## config.mk

```make
export PLATFORM = sky130hd
export DESIGN_NAME = keypad_scanner
export DESIGN_NICKNAME = d
export VERILOG_FILES = /design/src/rtl/keypad_scanner.sv
export SDC_FILE = /design/constraint.sdc
export NUM_CORES = 1
export LEC_CHECK = 0
export ABC_AREA = 1
export ABC_CLOCK_PERIOD_IN_PS = 2200
export BUFFER_PORTS_ARGS = -buffer_cell sky130_fd_sc_hd__buf_2
export CORE_ASPECT_RATIO = 1.5
export CORE_MARGIN = 3
export CORE_UTILIZATION = 50
export CTS_BUF_LIST = sky130_fd_sc_hd__clkbuf_8
export DETAILED_ROUTE_END_ITERATION = 7
export PLACE_DENSITY = 0.69
export SLEW_MARGIN = 40
export SYNTH_ARGS = -nofsm -noshare
export SYNTH_HDL_FRONTEND = slang
export SYNTH_SLANG_ARGS = --single-unit
export TNS_END_PERCENT = 50
```

## constraint.sdc

```tcl
create_clock -name clk -period 2.2 [get_ports clk]
set_input_delay 0.11 -clock clk [delete_from_list [all_inputs] [get_ports clk]]
set_output_delay 0.11 -clock clk [all_outputs]
set_load 0.01 [all_outputs]
```

## src/rtl/keypad_scanner.sv

```systemverilog
// keypad_scanner: 4x4 active-low matrix scanner with frame debounce.
// Ports: clk, rst (sync, active-low), col[3:0] (active-low, async)
//        row[3:0] (active-low one-hot drive), key_code[3:0] (row*4+col),
//        key_valid (1-cycle press event), key_held (reported key still down)
module keypad_scanner #(
  parameter int INPUT_FREQ      = 50000000,
  parameter int SCAN_HZ         = 1000,
  parameter int DEBOUNCE_FRAMES = 4
) (
  input  logic       clk,
  input  logic       rst,
  input  logic [3:0] col,
  output logic [3:0] row,
  output logic [3:0] key_code,
  output logic       key_valid,
  output logic       key_held
);

  localparam int DIV = INPUT_FREQ / SCAN_HZ;
  localparam int DW  = (DIV > 1) ? $clog2(DIV) : 1;
  localparam int CW  = $clog2(DEBOUNCE_FRAMES);

  localparam logic [DW-1:0] DIV_LAST = DW'(DIV - 1);
  localparam logic [CW-1:0] CNT_MAX  = CW'(DEBOUNCE_FRAMES - 1);

  typedef enum logic [1:0] {
    IDLE,
    PRESSED,
    WAIT_RELEASE
  } state_t;

  logic [3:0]    col_meta;
  logic [3:0]    col_sync;
  logic [DW-1:0] div;
  logic [1:0]    row_idx;
  logic [15:0]   snap;
  logic [15:0]   prev;
  logic [15:0]   deb;
  logic [15:0]   frame;
  logic [CW-1:0] cnt;
  logic [CW-1:0] cnt_next;
  logic          upd;
  logic          tick;
  logic          frame_end;

  state_t        state;
  state_t        state_next;
  logic [3:0]    code_next;
  logic          valid_next;
  logic          held_next;

  logic          no_key;
  logic          one_hot;
  logic          multi;
  logic [3:0]    idx;

  assign tick      = (div == DIV_LAST);
  assign frame_end = tick && (row_idx == 2'd3);
  assign row       = ~(4'b0001 << row_idx);

  // Frame as it will look once the current row's sample is merged in;
  // at frame end this is the completed 16-bit frame.
  always_comb begin
    frame = snap;
    frame[{row_idx, 2'b00} +: 4] = ~col_sync;
  end

  always_comb begin
    if (frame == prev) begin
      cnt_next = (cnt == CNT_MAX) ? cnt : cnt + CW'(1);
    end else begin
      cnt_next = '0;
    end
  end

  always_ff @(posedge clk) begin
    if (!rst) begin
      col_meta <= 4'hF;
      col_sync <= 4'hF;
      div      <= '0;
      row_idx  <= '0;
      snap     <= '0;
      prev     <= '0;
      deb      <= '0;
      cnt      <= '0;
      upd      <= 1'b0;
    end else begin
      col_meta <= col;
      col_sync <= col_meta;
      upd      <= 1'b0;
      if (tick) begin
        div     <= '0;
        row_idx <= row_idx + 2'd1;
        snap    <= frame;
      end else begin
        div <= div + DW'(1);
      end
      if (frame_end) begin
        prev <= frame;
        cnt  <= cnt_next;
        if (cnt_next == CNT_MAX && frame != deb) begin
          deb <= frame;
          upd <= 1'b1;
        end
      end
    end
  end

  assign no_key  = (deb == 16'h0000);
  assign one_hot = !no_key && ((deb & (deb - 16'd1)) == 16'h0000);
  assign multi   = !no_key && !one_hot;

  always_comb begin
    idx = '0;
    for (int i = 0; i < 16; i++) begin
      if (deb[i]) idx = i[3:0];
    end
  end

  always_ff @(posedge clk) begin
    if (!rst) begin
      state     <= IDLE;
      key_code  <= '0;
      key_valid <= 1'b0;
      key_held  <= 1'b0;
    end else begin
      state     <= state_next;
      key_code  <= code_next;
      key_valid <= valid_next;
      key_held  <= held_next;
    end
  end

  // Every update strobe means the debounced state changed, so a
  // reported key is never still valid after one in PRESSED.
  always_comb begin
    state_next = state;
    code_next  = key_code;
    valid_next = 1'b0;
    held_next  = key_held;
    if (upd) begin
      unique case (state)
        IDLE: begin
          unique case (1'b1)
            one_hot: begin
              code_next  = idx;
              valid_next = 1'b1;
              held_next  = 1'b1;
              state_next = PRESSED;
            end
            multi:   state_next = WAIT_RELEASE;
            no_key:  state_next = IDLE;
            default: state_next = IDLE;
          endcase
        end
        PRESSED: begin
          held_next  = 1'b0;
          state_next = no_key ? IDLE : WAIT_RELEASE;
        end
        WAIT_RELEASE: begin
          if (no_key) state_next = IDLE;
        end
        default: state_next = IDLE;
      endcase
    end
  end

endmodule

```

==> results of run 1 <==
==> synth_stat cells (4+ instances only) <==
library cell,instances,area (µm²)
nand2_1,224,841
nor2_1,108,405
inv_1,86,323
dfxtp_1,85,1700
nand3_1,74,370
a21oi_1,49,245
o21ai_0,39,195
nor3_1,14,70.1
clkbuf_1,11,41.3
nand2_2,11,68.8
or2_2,11,68.8
nand4_1,10,62.6
ha_1,6,75.1
nor2_2,6,37.5
nor2_4,4,45.0
==> final cells by class <==
cell class / count / area share
clock buffers: 11 / 0.0245
well taps: 112 / 0.0226
clock inverters: 5 / 0.00566
repair buffers: 100 / 0.129
multi-input cells: 571 / 0.485
flip-flops and latches: 85 / 0.276
inverters: 91 / 0.0576
==> through the flow <==
step                TNS (ns)  setup slack (ns)  total power, mW  hold WS [ns]  cell area (µm²)
global route           -6.37            -0.390             2.84         0.290             6190
detailed placement     -3.79            -0.242             1.70         0.299             5500
global placement       -2.66            -0.173             1.70         0.295             5500
CTS                    -1.61            -0.106             2.74         0.272             5950
floorplan                  0           0.00415             1.67         0.217             4820
finish                 -4.24            -0.285             2.74         0.296             6190
==> sequential cells by signal (all words and copies together), names as in the netlist <==
name	flops
prev	16
cnt	2
key_held	1
key_code	4
state	2
col_sync	4
deb	16
div	16
row_idx	2
upd	1
key_valid	1
col_meta	4
snap	16
==> worst max path at each step <==
stage | to | slack (ns) | depth (start not counted)
4_1_cts | deb[8] | -0.11 | 17
5_1_grt | deb[9] | -0.39 | 18
3_3_place_gp | deb[4] | -0.17 | 16
3_5_place_dp | deb[0] | -0.24 | 16
2_1_floorplan | deb[12] | 0.004 | 17
6_report | deb[0] | -0.29 | 16
==> logic make-up after synthesis <==
logic type                 count (synthesis)  share of synthesized area
adders and majority gates                  6                     0.0158
DFF                                       85                      0.357
and+or+nand+nor                          471                      0.435
AOI/OAI and AO/OA                         91                     0.0969
buffers and inverters                    108                     0.0898
xor gates and xnor gates                   3                    0.00552
==> worst max-delay path: stages, from the launching register on <==
cell	delay [ns]
dfxtp_4	0.38
inv_6	0.05
ha_4	0.31
nand2_4	0.08
nor2_4	0.18
nand2_2	0.10
nand3_1	0.11
nand2_1	0.08
nor2_2	0.19
nand2_1	0.08
nor2_1	0.15
nand3_2	0.14
nor2_4	0.19
clkbuf_16	0.20
nand3_2	0.06
nand2_1	0.07
nor2_1	0.05
==> what timing repair did <==
action | in CTS | in global routing
gates cloned | 1 | 1
hold endpoints to repair | 4 | 0
gates resized for setup | 41 | 60
endpoints found under the setup margin | 18 | 26
pin swaps | 17 | 30
hold buffers | 4 | 0
buffers inserted | 8 | 5
==> power groups by stage <==
stage,logic (mW),clock network [mW],registers [mW]
6_report,0.131,1.06,1.55
2_1_floorplan,0.0790,0,1.59
3_3_place_gp,0.111,0,1.59
3_5_place_dp,0.115,0,1.59
5_1_grt,0.146,1.14,1.55
4_1_cts,0.122,1.07,1.55
==> metal layers <==
layer  routed length, µm  GRT usage  up-vias
met4                 754      0.169        0
met2                7760      0.495      191
met5                   0          0        -
li1                    -          -     2607
met3                 751     0.0547       62
met1                5560      0.305     2465
==> impl_metrics.prom, run 1 <==
# TYPE chip_impl_metric gauge
chip_impl_metric{name="synth_async_sr_flop_share",unit=""} 0
chip_impl_metric{name="maximum_vdd_drop",unit="mV"} 0.480
chip_impl_info{name="setup.worst_path.start_class",value="flip-flop"} 1
chip_impl_metric{name="hold_viol_final",unit=""} 0
chip_impl_info{name="timing_worst_setup_path_type",value="reg2reg"} 1
chip_impl_metric{name="dr.pass1.iters",unit=""} 6
chip_impl_info{name="worst_hold_endpoint",value="cnt[0]"} 1
chip_impl_metric{name="fmax",unit="MHz"} 402
chip_impl_metric{name="routed-via-count",unit=""} 5325
chip_impl_info{name="clock_tree.root_cell",value="clkbuf_8"} 1
chip_impl_metric{name="cts_max_path_buffers",unit=""} 2
chip_impl_metric{name="total_wirelength_of_the_detailed_routed_design",unit="mm"} 14.8
chip_impl_metric{name="worst_ep_required_time",unit="ns"} 2.48
chip_impl_info{name="highest_count_cells_in_the_layout_ignoring_fill_and_taps",value="nand2_1 (187), nor2_1 (90), dfxtp_1 (83)"} 1
chip_impl_metric{name="routed_wire_length_per_instance",unit="µm"} 15.2
chip_impl_metric{name="grt_first_pass_wirelength",unit="mm"} 24.2
chip_impl_info{name="violations",value="setup timing"} 1
chip_impl_metric{name="rows",unit=""} 43
chip_impl_metric{name="period_minus_slack",unit="ns"} 2.49
chip_impl_metric{name="layout-area-overhead-vs-synth",unit="%"} 30.0
chip_impl_metric{name="viasPerCell",unit=""} 5.46
chip_impl_metric{name="route.antenna.remaining_nets",unit=""} 0
chip_impl_metric{name="drv_slew",unit=""} 0
chip_impl_metric{name="post_route_fraction_of_the_period_consumed_by_the_critical_path",unit=""} 1.13
chip_impl_metric{name="switching_share",unit=""} 0.245
chip_impl_metric{name="synthCells",unit=""} 764
chip_impl_metric{name="fp.dieArea",unit="µm²"} 10800
chip_impl_metric{name="max_slew_headroom",unit=""} 0.642
chip_impl_metric{name="combPwrFrac",unit=""} 0.048
chip_impl_info{name="synth_flop_cell",value="dfxtp_1"} 1
chip_impl_metric{name="cp_max_fo",unit=""} 8
chip_impl_metric{name="multiInputGateArea",unit="µm²"} 3010
chip_impl_metric{name="clock_sinks",unit=""} 85
chip_impl_metric{name="grt_pass1_vias",unit=""} 5271
chip_impl_metric{name="groute.usage.overall",unit=""} 0.281
chip_impl_metric{name="ff_latch_area",unit="µm²"} 1710
chip_impl_metric{name="io_buffers",unit=""} 15
chip_impl_metric{name="synth-seq-cells",unit=""} 85
chip_impl_metric{name="placeableCoreArea",unit="µm²"} 9250
chip_impl_metric{name="worst-endpoint-arrival",unit="ns"} 2.76
chip_impl_metric{name="r2r_slack",unit="ns"} -0.29
chip_impl_metric{name="remaining_drc_errors",unit=""} 0
chip_impl_metric{name="fin_skew",unit="ns"} 0.0121
chip_impl_metric{name="syn_nets",unit=""} 776
chip_impl_metric{name="post-place-cells",unit=""} 942
chip_impl_metric{name="internal-power",unit="mW"} 2.07
chip_impl_metric{name="drt_first_iter_violations",unit=""} 450
chip_impl_metric{name="post_route_cells_drive_above_1_share",unit=""} 0.273
chip_impl_metric{name="layout.filler_cells",unit=""} 829
chip_impl_info{name="holdCritPathClass",value="in2reg"} 1
chip_impl_metric{name="number_of_enable_type_register_cells_in_the_synthesized_netlist",unit=""} 0
chip_impl_metric{name="setup_ws",unit="ns"} -0.285
chip_impl_info{name="cts_tree",value="yes"} 1
chip_impl_info{name="worst_r2r_startpoint",value="row_idx[0]"} 1
chip_impl_info{name="grt_setup_unrepaired",value="yes"} 1
chip_impl_metric{name="antenna_cells",unit=""} 0
chip_impl_metric{name="max_cap_viol_count",unit=""} 0
chip_impl_metric{name="netlist-cell-type-count",unit=""} 32
chip_impl_metric{name="place.detailed.hpwl",unit="mm"} 10.6
chip_impl_metric{name="insertion_delay",unit="ns"} 0.37
chip_impl_info{name="startpoint",value="row_idx[0]"} 1
chip_impl_metric{name="cts.clk_slew.worst_paths",unit="ns"} 0.09
chip_impl_metric{name="fp.dieH",unit="µm"} 126
chip_impl_metric{name="power_switching",unit="mW"} 0.673
chip_impl_metric{name="power_density",unit="nW/µm²"} 443
chip_impl_metric{name="seq_area_frac_synth",unit=""} 0.357
chip_impl_metric{name="final_core_util",unit=""} 0.669
chip_impl_metric{name="fin_cells",unit=""} 975
chip_impl_metric{name="grt_remaining_overflow",unit=""} 0
chip_impl_info{name="status",value="finished, violations left"} 1
chip_impl_metric{name="ys_warn_count",unit=""} 0
chip_impl_metric{name="cts-buffers-inserted",unit=""} 9
chip_impl_metric{name="worst_reg2reg_path_length_in_cells",unit=""} 16
chip_impl_info{name="timing.critical_path.to_type",value="flip-flop"} 1
chip_impl_metric{name="fp.dieW",unit="µm"} 85.7
chip_impl_metric{name="cts_htree_levels",unit=""} 3
chip_impl_metric{name="nets",unit=""} 870
chip_impl_metric{name="antenna_found_initial",unit=""} 0
chip_impl_metric{name="tightest_slew",unit="ns"} 0.537
chip_impl_metric{name="syn_area",unit="µm²"} 4760
chip_impl_metric{name="timing.final.setup_violations",unit=""} 19
chip_impl_metric{name="place.gp.congestion",unit=""} 0.999
chip_impl_info{name="worstHoldStart",value="rst"} 1
chip_impl_metric{name="power.static_leakage",unit="nW"} 2.88
chip_impl_metric{name="timing.hold.worst_path_depth",unit=""} 4
chip_impl_info{name="layout_commonest_cell",value="nand2_1"} 1
chip_impl_metric{name="grt_max_degree",unit=""} 53
chip_impl_metric{name="clock_power_share",unit=""} 0.386
chip_impl_metric{name="initial_utilization",unit=""} 0.515
chip_impl_metric{name="num_io_pins",unit=""} 16
chip_impl_metric{name="p_seq_frac",unit=""} 0.566
chip_impl_metric{name="synth.avg_cell_area",unit="µm²"} 6.23
chip_impl_info{name="timing.rr.end",value="deb[0]"} 1
No activity file was read; power rests on OpenSTA's default activity.
==> run 2: changes to the inputs <==
--- a/config.mk
+++ b/config.mk
@@ -14,6 +14,7 @@
 export CTS_BUF_LIST = sky130_fd_sc_hd__clkbuf_8
 export DETAILED_ROUTE_END_ITERATION = 7
 export PLACE_DENSITY = 0.69
+export RECOVER_POWER = 100
 export SLEW_MARGIN = 40
 export SYNTH_ARGS = -nofsm -noshare
 export SYNTH_HDL_FRONTEND = slang
==> run 2 against run 1 <==
  * The flow still finishes with violations (setup timing)
  * Final cell count stayed put
  * Count of clock-buffer cells in the layout stayed put
  * Via count is 0.45% lower
  * Sequential share of layout area is 0.067 points higher
  * Hold slack better by 0.0039 ns
  * Register-to-register slack hardly changed
  * Combinational power hardly changed
  * Clock skew hardly changed
  * Highest routed layer unchanged
==> impl_metrics.prom, run 2 (synthesis results as in run 1) <==
# TYPE chip_impl_metric gauge
chip_impl_info{name="status",value="finished, violations left"} 1
chip_impl_info{name="violations",value="setup timing"} 1
chip_impl_metric{name="route.antenna.remaining_nets",unit=""} 0
chip_impl_metric{name="timing.hold.ws",unit="ns"} 0.300
chip_impl_metric{name="drt_first_iter_violations",unit=""} 449
chip_impl_metric{name="dp_worst_setup_slack",unit="ns"} -0.242
chip_impl_metric{name="post-place-cells",unit=""} 942
chip_impl_metric{name="power.static_leakage",unit="nW"} 2.85
chip_impl_metric{name="viasPerCell",unit=""} 5.44
chip_impl_metric{name="rows",unit=""} 43
chip_impl_metric{name="groute.usage.overall",unit=""} 0.281
chip_impl_metric{name="routed_wire_length_per_instance",unit="µm"} 15.2
chip_impl_info{name="crit_path_end",value="deb[0]"} 1
chip_impl_info{name="startpoint",value="row_idx[0]"} 1
chip_impl_info{name="layout_commonest_cell",value="nand2_1"} 1
chip_impl_metric{name="clock_sinks",unit=""} 85
chip_impl_info{name="holdCritPathClass",value="in2reg"} 1
chip_impl_metric{name="drv_slew",unit=""} 0
chip_impl_metric{name="setup_ws",unit="ns"} -0.286
chip_impl_metric{name="timing.final.setup_violations",unit=""} 19
chip_impl_metric{name="place.gp.congestion",unit=""} 0.999
chip_impl_metric{name="placeableCoreArea",unit="µm²"} 9250
chip_impl_metric{name="worst_ep_required_time",unit="ns"} 2.48
chip_impl_metric{name="maximum_vdd_drop",unit="mV"} 0.480
chip_impl_metric{name="insertion_delay",unit="ns"} 0.37
chip_impl_metric{name="worst_reg2reg_path_length_in_cells",unit=""} 16
chip_impl_metric{name="antenna_cells",unit=""} 0
chip_impl_metric{name="fin_cells",unit=""} 975
chip_impl_metric{name="tightest_slew",unit="ns"} 0.521
chip_impl_metric{name="cts.clk_slew.worst_paths",unit="ns"} 0.09
chip_impl_info{name="timing_worst_setup_path_type",value="reg2reg"} 1
chip_impl_metric{name="fmax",unit="MHz"} 402
chip_impl_info{name="cts_tree",value="yes"} 1
chip_impl_metric{name="fp.dieArea",unit="µm²"} 10800
chip_impl_metric{name="dr.pass1.iters",unit=""} 5
chip_impl_info{name="setup.worst_path.start_class",value="flip-flop"} 1
chip_impl_metric{name="antenna_found_initial",unit=""} 0
chip_impl_metric{name="finalPower",unit="mW"} 2.74
chip_impl_metric{name="io_buffers",unit=""} 15
chip_impl_metric{name="max_slew_headroom",unit=""} 0.653
chip_impl_metric{name="initial_utilization",unit=""} 0.515
chip_impl_metric{name="grt_first_pass_wirelength",unit="mm"} 24.2
chip_impl_info{name="highest_count_cells_in_the_layout_ignoring_fill_and_taps",value="nand2_1 (187), nor2_1 (91), dfxtp_1 (83)"} 1
chip_impl_metric{name="grt_pass1_vias",unit=""} 5271
chip_impl_metric{name="cts-buffers-inserted",unit=""} 9
chip_impl_metric{name="num_io_pins",unit=""} 16
chip_impl_metric{name="post_route_cells_drive_above_1_share",unit=""} 0.265
chip_impl_metric{name="nets",unit=""} 870
chip_impl_metric{name="cp_max_fo",unit=""} 8
chip_impl_info{name="grt_setup_unrepaired",value="yes"} 1
chip_impl_metric{name="period_minus_slack",unit="ns"} 2.49
chip_impl_metric{name="cts_max_path_buffers",unit=""} 2
chip_impl_metric{name="fp.dieH",unit="µm"} 126
chip_impl_metric{name="grt_max_degree",unit=""} 53
chip_impl_metric{name="stdcell_area",unit="µm²"} 6180
chip_impl_info{name="timing.critical_path.to_type",value="flip-flop"} 1
chip_impl_metric{name="remaining_drc_errors",unit=""} 0
chip_impl_info{name="timing.rr.end",value="deb[0]"} 1
chip_impl_metric{name="place.detailed.hpwl",unit="mm"} 10.6
chip_impl_info{name="clock_tree.root_cell",value="clkbuf_8"} 1
chip_impl_metric{name="power_density",unit="nW/µm²"} 444
chip_impl_metric{name="routed-via-count",unit=""} 5301
chip_impl_metric{name="fin_skew",unit="ns"} 0.0119
chip_impl_metric{name="layout-area-overhead-vs-synth",unit="%"} 29.7
chip_impl_metric{name="worst-endpoint-arrival",unit="ns"} 2.76
chip_impl_info{name="worst_r2r_startpoint",value="row_idx[0]"} 1
chip_impl_metric{name="grt_remaining_overflow",unit=""} 0
chip_impl_metric{name="total_wirelength_of_the_detailed_routed_design",unit="mm"} 14.8
chip_impl_metric{name="cts_htree_levels",unit=""} 3
chip_impl_metric{name="fp.dieW",unit="µm"} 85.7
chip_impl_metric{name="post_route_fraction_of_the_period_consumed_by_the_critical_path",unit=""} 1.13
chip_impl_metric{name="r2r_slack",unit="ns"} -0.29
chip_impl_metric{name="hold_viol_final",unit=""} 0
chip_impl_metric{name="post_dp_cell_area",unit="µm²"} 5500
chip_impl_metric{name="max_cap_viol_count",unit=""} 0
==> run 2: changes by cell type in the layout (fill, tap and decap cells not counted), sizes merged <==
cell,delta
clkbuf,+6
buf,-6
==> run 2: worst max-delay path, stage by stage (launching register included) <==
cell and delay (ns):
dfxtp_4 0.38, inv_6 0.05, ha_4 0.31, nand2_4 0.08, nor2_4 0.18, nand2_2 0.10, nand3_1 0.11, nand2_1 0.08
nor2_2 0.19, nand2_1 0.08, nor2_1 0.14, nand3_2 0.14, nor2_4 0.19, clkbuf_16 0.20, nand3_2 0.06, nand2_1 0.07
nor2_1 0.05
==> run 2: how the worst min path moves through the flow <==
stage | from | to | slack [ns] | cells past startpoint
after floorplan | col[0] | col_meta[0] | 0.22 | 1
after global placement | col[1] | col_meta[1] | 0.29 | 2
after detailed placement | col[2] | col_meta[2] | 0.30 | 2
after CTS | rst | state[1] | 0.27 | 4
after global routing | rst | cnt[0] | 0.29 | 4
final | rst | cnt[0] | 0.30 | 4
==> run 2: layout make-up <==
type	count	area, µm²
Clock buffer	11	151
Timing Repair Buffer	100	788
Fill cell	836	3080
Inverter	91	357
Tap cell	112	140
Clock inverter	5	35.0
Sequential cell	85	1710
Multi-Input combinational cell	571	3000
==> run 2: metrics by stage <==
| stage | util | setup TNS (ns) |
|---|---|---|
| floorplan | - | 0 |
| detailed placement | 0.595 | -3.79 |
| global placement | 0.595 | -2.66 |
| CTS | 0.643 | -1.61 |
| global route | 0.667 | -6.37 |
| finish | 0.667 | -4.26 |
==> run 2: report_power, final <==
group / switching, mW / internal (mW)
sequential: 0.00515 / 1.55
clock: 0.586 / 0.472
combinational: 0.0799 / 0.0501
total: 0.671 / 2.07
==> run 2: repair_timing <==
| item | CTS | global route |
|---|---|---|
| hold buffers | 4 | 0 |
| hold endpoints to repair | 4 | 0 |
| endpoints found under the setup margin | 18 | 26 |
| pin swaps | 17 | 30 |
| gates cloned | 1 | 1 |
| setup buffers | 8 | 5 |
| resized for setup | 41 | 60 |
==> run 2: metal layers <==
| layer | up-vias | wire length [µm] | global-route usage |
|---|---|---|---|
| li1 | 2610 | - | - |
| met1 | 2454 | 5560 | 0.305 |
| met2 | 171 | 7730 | 0.495 |
| met3 | 66 | 713 | 0.0547 |
| met4 | 0 | 782 | 0.169 |
| met5 | - | 0 | 0 |
